## config.mk

```make
export PLATFORM = sky130hd
export DESIGN_NAME = tdc_result_fifo_flat
export DESIGN_NICKNAME = d
export VERILOG_FILES = /design/src/rtl/tdc_result_fifo_if.sv /design/src/rtl/tdc_result_fifo.sv /design/src/flat_wrapper.sv
export SDC_FILE = /design/constraint.sdc
export NUM_CORES = 1
export LEC_CHECK = 0
export BUFFER_PORTS_ARGS = -buffer_cell sky130_fd_sc_hd__buf_2
export CAP_MARGIN = 20
export CORE_MARGIN = 3
export CORE_UTILIZATION = 40
export DETAILED_ROUTE_END_ITERATION = 6
export HOLD_SLACK_MARGIN = 0.08
export SYNTH_ARGS = -nofsm -noshare
export SYNTH_HDL_FRONTEND = slang
export SYNTH_SLANG_ARGS = --single-unit
```

## constraint.sdc

```tcl
create_clock -name clk -period 2.58 [get_ports clk]
set_input_delay 0.258 -clock clk [delete_from_list [all_inputs] [get_ports clk]]
set_output_delay 0.258 -clock clk [all_outputs]
set_load 0.05 [all_outputs]
```

## src/rtl/tdc_result_fifo_if.sv

```systemverilog
// tdc_result_fifo_if: write strobe, read request, status and read data of the
// TDC result FIFO.
// Optional macro TDC_FIFO_DROP_CNT_EN adds the drop_cnt status bus.
interface tdc_result_fifo_if #(
  parameter int DEPTH_LOG2 = 4
);
  logic                  wr_valid;
  logic [3:0]            addr_in;
  logic [27:0]           data_in;
  logic                  rd_en;
  logic                  clr_ovf;
  logic [31:0]           dout;
  logic                  dout_valid;
  logic                  empty;
  logic                  full;
  logic [DEPTH_LOG2:0]   level;
  logic                  overflow;
`ifdef TDC_FIFO_DROP_CNT_EN
  logic [15:0]           drop_cnt;

  modport master (
    output wr_valid, addr_in, data_in, rd_en, clr_ovf,
    input  dout, dout_valid, empty, full, level, overflow, drop_cnt
  );

  modport slave (
    input  wr_valid, addr_in, data_in, rd_en, clr_ovf,
    output dout, dout_valid, empty, full, level, overflow, drop_cnt
  );
`else
  modport master (
    output wr_valid, addr_in, data_in, rd_en, clr_ovf,
    input  dout, dout_valid, empty, full, level, overflow
  );

  modport slave (
    input  wr_valid, addr_in, data_in, rd_en, clr_ovf,
    output dout, dout_valid, empty, full, level, overflow
  );
`endif
endinterface

```

## src/rtl/tdc_result_fifo.sv

```systemverilog
// tdc_result_fifo: 2**DEPTH_LOG2 x 32-bit FIFO buffering TDC result words
// {addr[3:0], data[27:0]} between the TDC read stage and a consumer.
// Writes arriving while full are dropped and flagged in the sticky overflow bit.
// Optional macro TDC_FIFO_DROP_CNT_EN adds a saturating 16-bit count of dropped writes.
module tdc_result_fifo #(
  parameter int DEPTH_LOG2 = 4
) (
  input  logic               clk,
  input  logic               reset_n,
  tdc_result_fifo_if.slave   bus
);
  localparam int DEPTH = 1 << DEPTH_LOG2;
  localparam logic [DEPTH_LOG2:0] LVL_FULL = {1'b1, {DEPTH_LOG2{1'b0}}};

  logic [31:0]           r_mem [DEPTH];
  logic [DEPTH_LOG2-1:0] r_wr_ptr;
  logic [DEPTH_LOG2-1:0] r_rd_ptr;
  logic [DEPTH_LOG2:0]   r_level;
  logic                  r_empty;
  logic                  r_full;
  logic                  r_overflow;
  logic [31:0]           r_dout;
  logic                  r_dout_valid;

  logic                  w_wr_acc;
  logic                  w_wr_rej;
  logic                  w_rd_acc;
  logic [DEPTH_LOG2:0]   w_level_nxt;

  // Accept decisions use the registered flags, so a same-cycle read never frees
  // room for a write that arrives while full.
  assign w_wr_acc = bus.wr_valid & ~r_full;
  assign w_wr_rej = bus.wr_valid &  r_full;
  assign w_rd_acc = bus.rd_en    & ~r_empty;

  // Next word count: simultaneous accepted read and write cancel out.
  always_comb begin
    w_level_nxt = r_level;
    if (w_wr_acc && !w_rd_acc) begin
      w_level_nxt = r_level + (DEPTH_LOG2+1)'(1);
    end else if (w_rd_acc && !w_wr_acc) begin
      w_level_nxt = r_level - (DEPTH_LOG2+1)'(1);
    end
  end

  // Storage array; contents are left untouched by reset since the pointers
  // already make any stale word unreachable.
  always_ff @(posedge clk) begin
    if (w_wr_acc) begin
      r_mem[r_wr_ptr] <= {bus.addr_in, bus.data_in};
    end
  end

  // Pointers, level and the registered empty/full flags derived from the next level.
  always_ff @(posedge clk or negedge reset_n) begin
    if (!reset_n) begin
      r_wr_ptr <= '0;
      r_rd_ptr <= '0;
      r_level  <= '0;
      r_empty  <= 1'b1;
      r_full   <= 1'b0;
    end else begin
      if (w_wr_acc) r_wr_ptr <= r_wr_ptr + DEPTH_LOG2'(1);
      if (w_rd_acc) r_rd_ptr <= r_rd_ptr + DEPTH_LOG2'(1);
      r_level <= w_level_nxt;
      r_empty <= (w_level_nxt == '0);
      r_full  <= (w_level_nxt == LVL_FULL);
    end
  end

  // Read port: oldest word appears one cycle after an accepted read; dout
  // holds its value otherwise.
  always_ff @(posedge clk or negedge reset_n) begin
    if (!reset_n) begin
      r_dout       <= '0;
      r_dout_valid <= 1'b0;
    end else begin
      r_dout_valid <= w_rd_acc;
      if (w_rd_acc) r_dout <= r_mem[r_rd_ptr];
    end
  end

  // Sticky overflow: a rejected write takes priority over a same-cycle clear.
  always_ff @(posedge clk or negedge reset_n) begin
    if (!reset_n) begin
      r_overflow <= 1'b0;
    end else if (w_wr_rej) begin
      r_overflow <= 1'b1;
    end else if (bus.clr_ovf) begin
      r_overflow <= 1'b0;
    end
  end

`ifdef TDC_FIFO_DROP_CNT_EN
  logic [15:0] r_drop_cnt;

  // Saturating count of dropped writes; counting takes priority over clear.
  always_ff @(posedge clk or negedge reset_n) begin
    if (!reset_n) begin
      r_drop_cnt <= '0;
    end else if (w_wr_rej) begin
      if (r_drop_cnt != 16'hFFFF) r_drop_cnt <= r_drop_cnt + 16'd1;
    end else if (bus.clr_ovf) begin
      r_drop_cnt <= '0;
    end
  end

  assign bus.drop_cnt = r_drop_cnt;
`endif

  assign bus.dout       = r_dout;
  assign bus.dout_valid = r_dout_valid;
  assign bus.empty      = r_empty;
  assign bus.full       = r_full;
  assign bus.level      = r_level;
  assign bus.overflow   = r_overflow;

endmodule
```

## src/flat_wrapper.sv

```systemverilog
// flat-port wrapper written by rule: the top's interface ports become plain ports
module tdc_result_fifo_flat 
#(
  parameter int DEPTH_LOG2 = 4
)
  (clk, reset_n, bus_wr_valid, bus_addr_in, bus_data_in, bus_rd_en, bus_clr_ovf, bus_dout, bus_dout_valid, bus_empty, bus_full, bus_level, bus_overflow);
  tdc_result_fifo_if #(.DEPTH_LOG2(DEPTH_LOG2)) bus_i ();
  input  logic clk;
  input  logic reset_n;
  input wire logic [$bits(bus_i.wr_valid)-1:0] bus_wr_valid;
  input wire logic [$bits(bus_i.addr_in)-1:0] bus_addr_in;
  input wire logic [$bits(bus_i.data_in)-1:0] bus_data_in;
  input wire logic [$bits(bus_i.rd_en)-1:0] bus_rd_en;
  input wire logic [$bits(bus_i.clr_ovf)-1:0] bus_clr_ovf;
  output wire logic [$bits(bus_i.dout)-1:0] bus_dout;
  output wire logic [$bits(bus_i.dout_valid)-1:0] bus_dout_valid;
  output wire logic [$bits(bus_i.empty)-1:0] bus_empty;
  output wire logic [$bits(bus_i.full)-1:0] bus_full;
  output wire logic [$bits(bus_i.level)-1:0] bus_level;
  output wire logic [$bits(bus_i.overflow)-1:0] bus_overflow;
  assign bus_i.wr_valid = bus_wr_valid;
  assign bus_i.addr_in = bus_addr_in;
  assign bus_i.data_in = bus_data_in;
  assign bus_i.rd_en = bus_rd_en;
  assign bus_i.clr_ovf = bus_clr_ovf;
  assign bus_dout = bus_i.dout;
  assign bus_dout_valid = bus_i.dout_valid;
  assign bus_empty = bus_i.empty;
  assign bus_full = bus_i.full;
  assign bus_level = bus_i.level;
  assign bus_overflow = bus_i.overflow;
  tdc_result_fifo #(.DEPTH_LOG2(DEPTH_LOG2)) u_core (.clk(clk), .reset_n(reset_n), .bus(bus_i));
endmodule
```

==> impl_metrics.py <==
metrics = {
    "setup_path": {
        "cp-startpoint": "u_core.bus.empty",
        "crit_type": "reg -> reg",
        "cp_cell_sequence": "nand2b_4 > inv_1 > and3_1 > or3_1 > a222oi_1 > and2_1",
        "worstSetupStartpointType": "register",
        "crit_fanout": 21,
        "max_stage_delay_ns": 0.52,
        "crit_path_end_kind": "register",
        "rr_endpoint": "u_core.bus.full",
        "slowest_stage": "dfstp_2",
        "r2r-start": "u_core.bus.empty",
        "cp.required_ns": 3.12,
        "rrSetupSlack_ns": 0.32,
        "crit_path_end": "u_core.bus.full",
        "crit_arrival_ns": 2.80,
        "r2r_cells": 6,
    },
    "place": {
        "hpwlAfterDp_mm": 26.7,
        "place_inst": 2038,
        "gp_congestion": 0.730,
        "portBuffers": 77,
    },
    "finish": {
        "fin_nets": 1488,
        "antenna_cells": 0,
        "final_util_pct": 48.3,
        "fin_cells": 2180,
        "drive_gt1_share_pct": 16.4,
        "area_delta_synth_final_pct": 18.1,
    },
    "timing": {
        "clock_skew_ns": 0.0142,
        "finalHoldViolCount": 0,
        "period_share_pct": 87.7,
        "fmax_ghz": 0.442,
        "slew_headroom_pct": 42.7,
        "finalMaxSlewViolations": 0,
        "fin_tns_setup_ns": 0,
        "rsz0062_at_grt": "no",
        "setup_viol": 0,
        "worst_pin_slew_ns": 0.860,
        "period_needed_ns": 2.26,
    },
    "routing": {
        "drc": 0,
        "vias": 11447,
        "drt_wl_total_mm": 47.4,
        "ant_nets": 0,
        "drtIter0Drc": 910,
        "wl_per_cell_um": 21.7,
        "first_pass_iters": 7,
        "via_per_inst": 5.25,
    },
    "clock_tree": {
        "clock_latency_ns": 0.60,
        "cts_tree": "yes",
        "cts_buffers": 56,
        "cts.path.max_buffers": 3,
        "clk_pin_slew_worst_paths_ns": 0.06,
        "cts.sinks": 561,
        "cts_setup_buffers": 0,
        "cts-htree-levels": 2,
        "cts_root_buf": "clkbuf_16",
    },
    "die": {
        "die_w_um": 239,
        "initial_utilization_pct": 40.9,
        "die_h_um": 239,
        "pin_count": 78,
        "coreArea_um2": 53100,
        "die_area_um2": 57100,
        "rows": 84,
    },
    "synthesis": {
        "syn_avg_cell_area_um2": 16.8,
        "synth_edf_count": 512,
        "syn_inst": 1290,
        "synth_area_leader_cell": "edfxtp_1",
        "netlist_area_um2": 21700,
        "synth_top_flop_cell": "edfxtp_1",
        "ys_types": 33,
        "async_flop_share_pct": 8.73,
        "yosys-top-cells-count": "edfxtp_1, mux2i_1, nand2_1",
        "ys_warn_count": 0,
        "syn-num-nets": 1334,
        "yosys-top-cells-area": "edfxtp_1, mux2i_1, dfrtp_1",
        "ys_ff_latch": 561,
        "synth.most_common_cell": "edfxtp_1",
        "seq_area_frac_synth_pct": 76.5,
        "synth_top_area_share_pct": 70.9,
    },
    "pwr": {
        "power_uw": 28300,
        "p_leak_uw": 0.00906,
        "peakVddDrop_uv": 661,
        "cellPowerDensity_nw_per_um2": 1100,
    },
    "global_route": {
        "antenna_found_initial": 2,
        "overflow": 0,
        "grt_max_degree": 65,
        "grt_pass1_vias": 11363,
        "grt_pass1_wl_mm": 71.9,
        "grt_usage_pct": 16.8,
    },
    "run": {
        "cap_violations": 0,
    },
    "min_path": {
        "hold_class": "in -> reg",
    },
    "outcome": {
        "outcome": "completed",
    },
}
cell families (layout without fill, tap and decap cells):
group	Yosys count	in the layout	share of synthesized area, %
xor gates and xnor gates	8	8	0.323
buffers and inverters	75	277	1.54
AOI/OAI and AO/OA	112	112	3.46
and+or+nand+nor	271	271	5.93
adders and majority gates	7	7	0.404
DFF	561	561	76.5
muxes	256	256	11.8
through the flow:
step | setup WS [ns] | hold slack, ns | instance area [um^2]
5_1_grt | 0.128 | 0.191 | 25600
3_3_place_gp | 0.343 | 0.411 | 23400
3_5_place_dp | 0.285 | 0.406 | 23400
2_1_floorplan | 0.144 | -0.0376 | 21700
4_1_cts | 0.267 | 0.128 | 25600
6_report | 0.316 | 0.172 | 25600
what timing repair did:
item | CTS | global route
hold endpoints to repair | 539 | 0
resized for setup | 0 | 0
hold buffers | 35 | 0
state kept, by name (all words and copies together) (netlist names):
signal                 cells
u_core.bus.overflow        1
u_core.r_mem             512
u_core.bus.empty           1
u_core.bus.dout           32
u_core.r_rd_ptr            4
u_core.bus.dout_valid      1
u_core.r_wr_ptr            4
u_core.bus.full            1
u_core.bus.level           5
cells in the final DEF (no fill, tap or decap), types with 30 or more instances in the layout:
cell	Yosys	layout
a21oi_1	32	32
a22oi_1	72	72
buf_2	30	77
buf_4	0	30
clkbuf_16	0	57
dfrtp_1	48	47
dlygate4sd3_1	0	35
edfxtp_1	512	512
mux2i_1	256	256
nand2_1	124	123
nand3_1	73	73
critical path, delay by kind of cell (launching register included):
kind | cells | cell delay [ns]
flops | 1 | 0.52
buf+inv | 1 | 0.25
simple gates | 4 | 1.08
compound gates | 1 | 0.34
power by group:
part	internal [uW]	switching [uW]
sequential	11100	634
combinational	2970	5350
clock	4910	3310
total	19000	9290
layout make-up:
type                            count  area [um^2]
Tap cell                          688          861
Clock buffer                       85         1650
Inverter                            6         22.5
Fill cell                        4439        27500
Sequential cell                   561        16600
Clock inverter                     21          244
Multi-Input combinational cell    654         4810
Timing Repair Buffer              165         1430
worst min path at each step:
| stage | depth (start not counted) | end | startpoint |
|---|---|---|---|
| 5_1_grt | 4 | u_core.r_wr_ptr[0] | bus_wr_valid |
| 3_5_place_dp | 1 | u_core.bus.full | reset_n |
| 6_report | 4 | u_core.r_wr_ptr[0] | bus_wr_valid |
| 2_1_floorplan | 0 | u_core.bus.dout[0] | reset_n |
| 3_3_place_gp | 1 | u_core.bus.level[3] | reset_n |
| 4_1_cts | 4 | u_core.r_wr_ptr[0] | bus_wr_valid |
metal layers:
layer  part of all wire [%]  vias up  global-route usage (%)  wire length (um)
li1                       -     5300                       -                 -
met3                    4.3       60                    3.35              2040
met2                     49      213                    27.7             23200
met4                    1.5        4                    3.65               698
met5                  0.057        -                       0                27
met1                     45     5870                    23.2             21400
(Power assumes the default switching activity.)
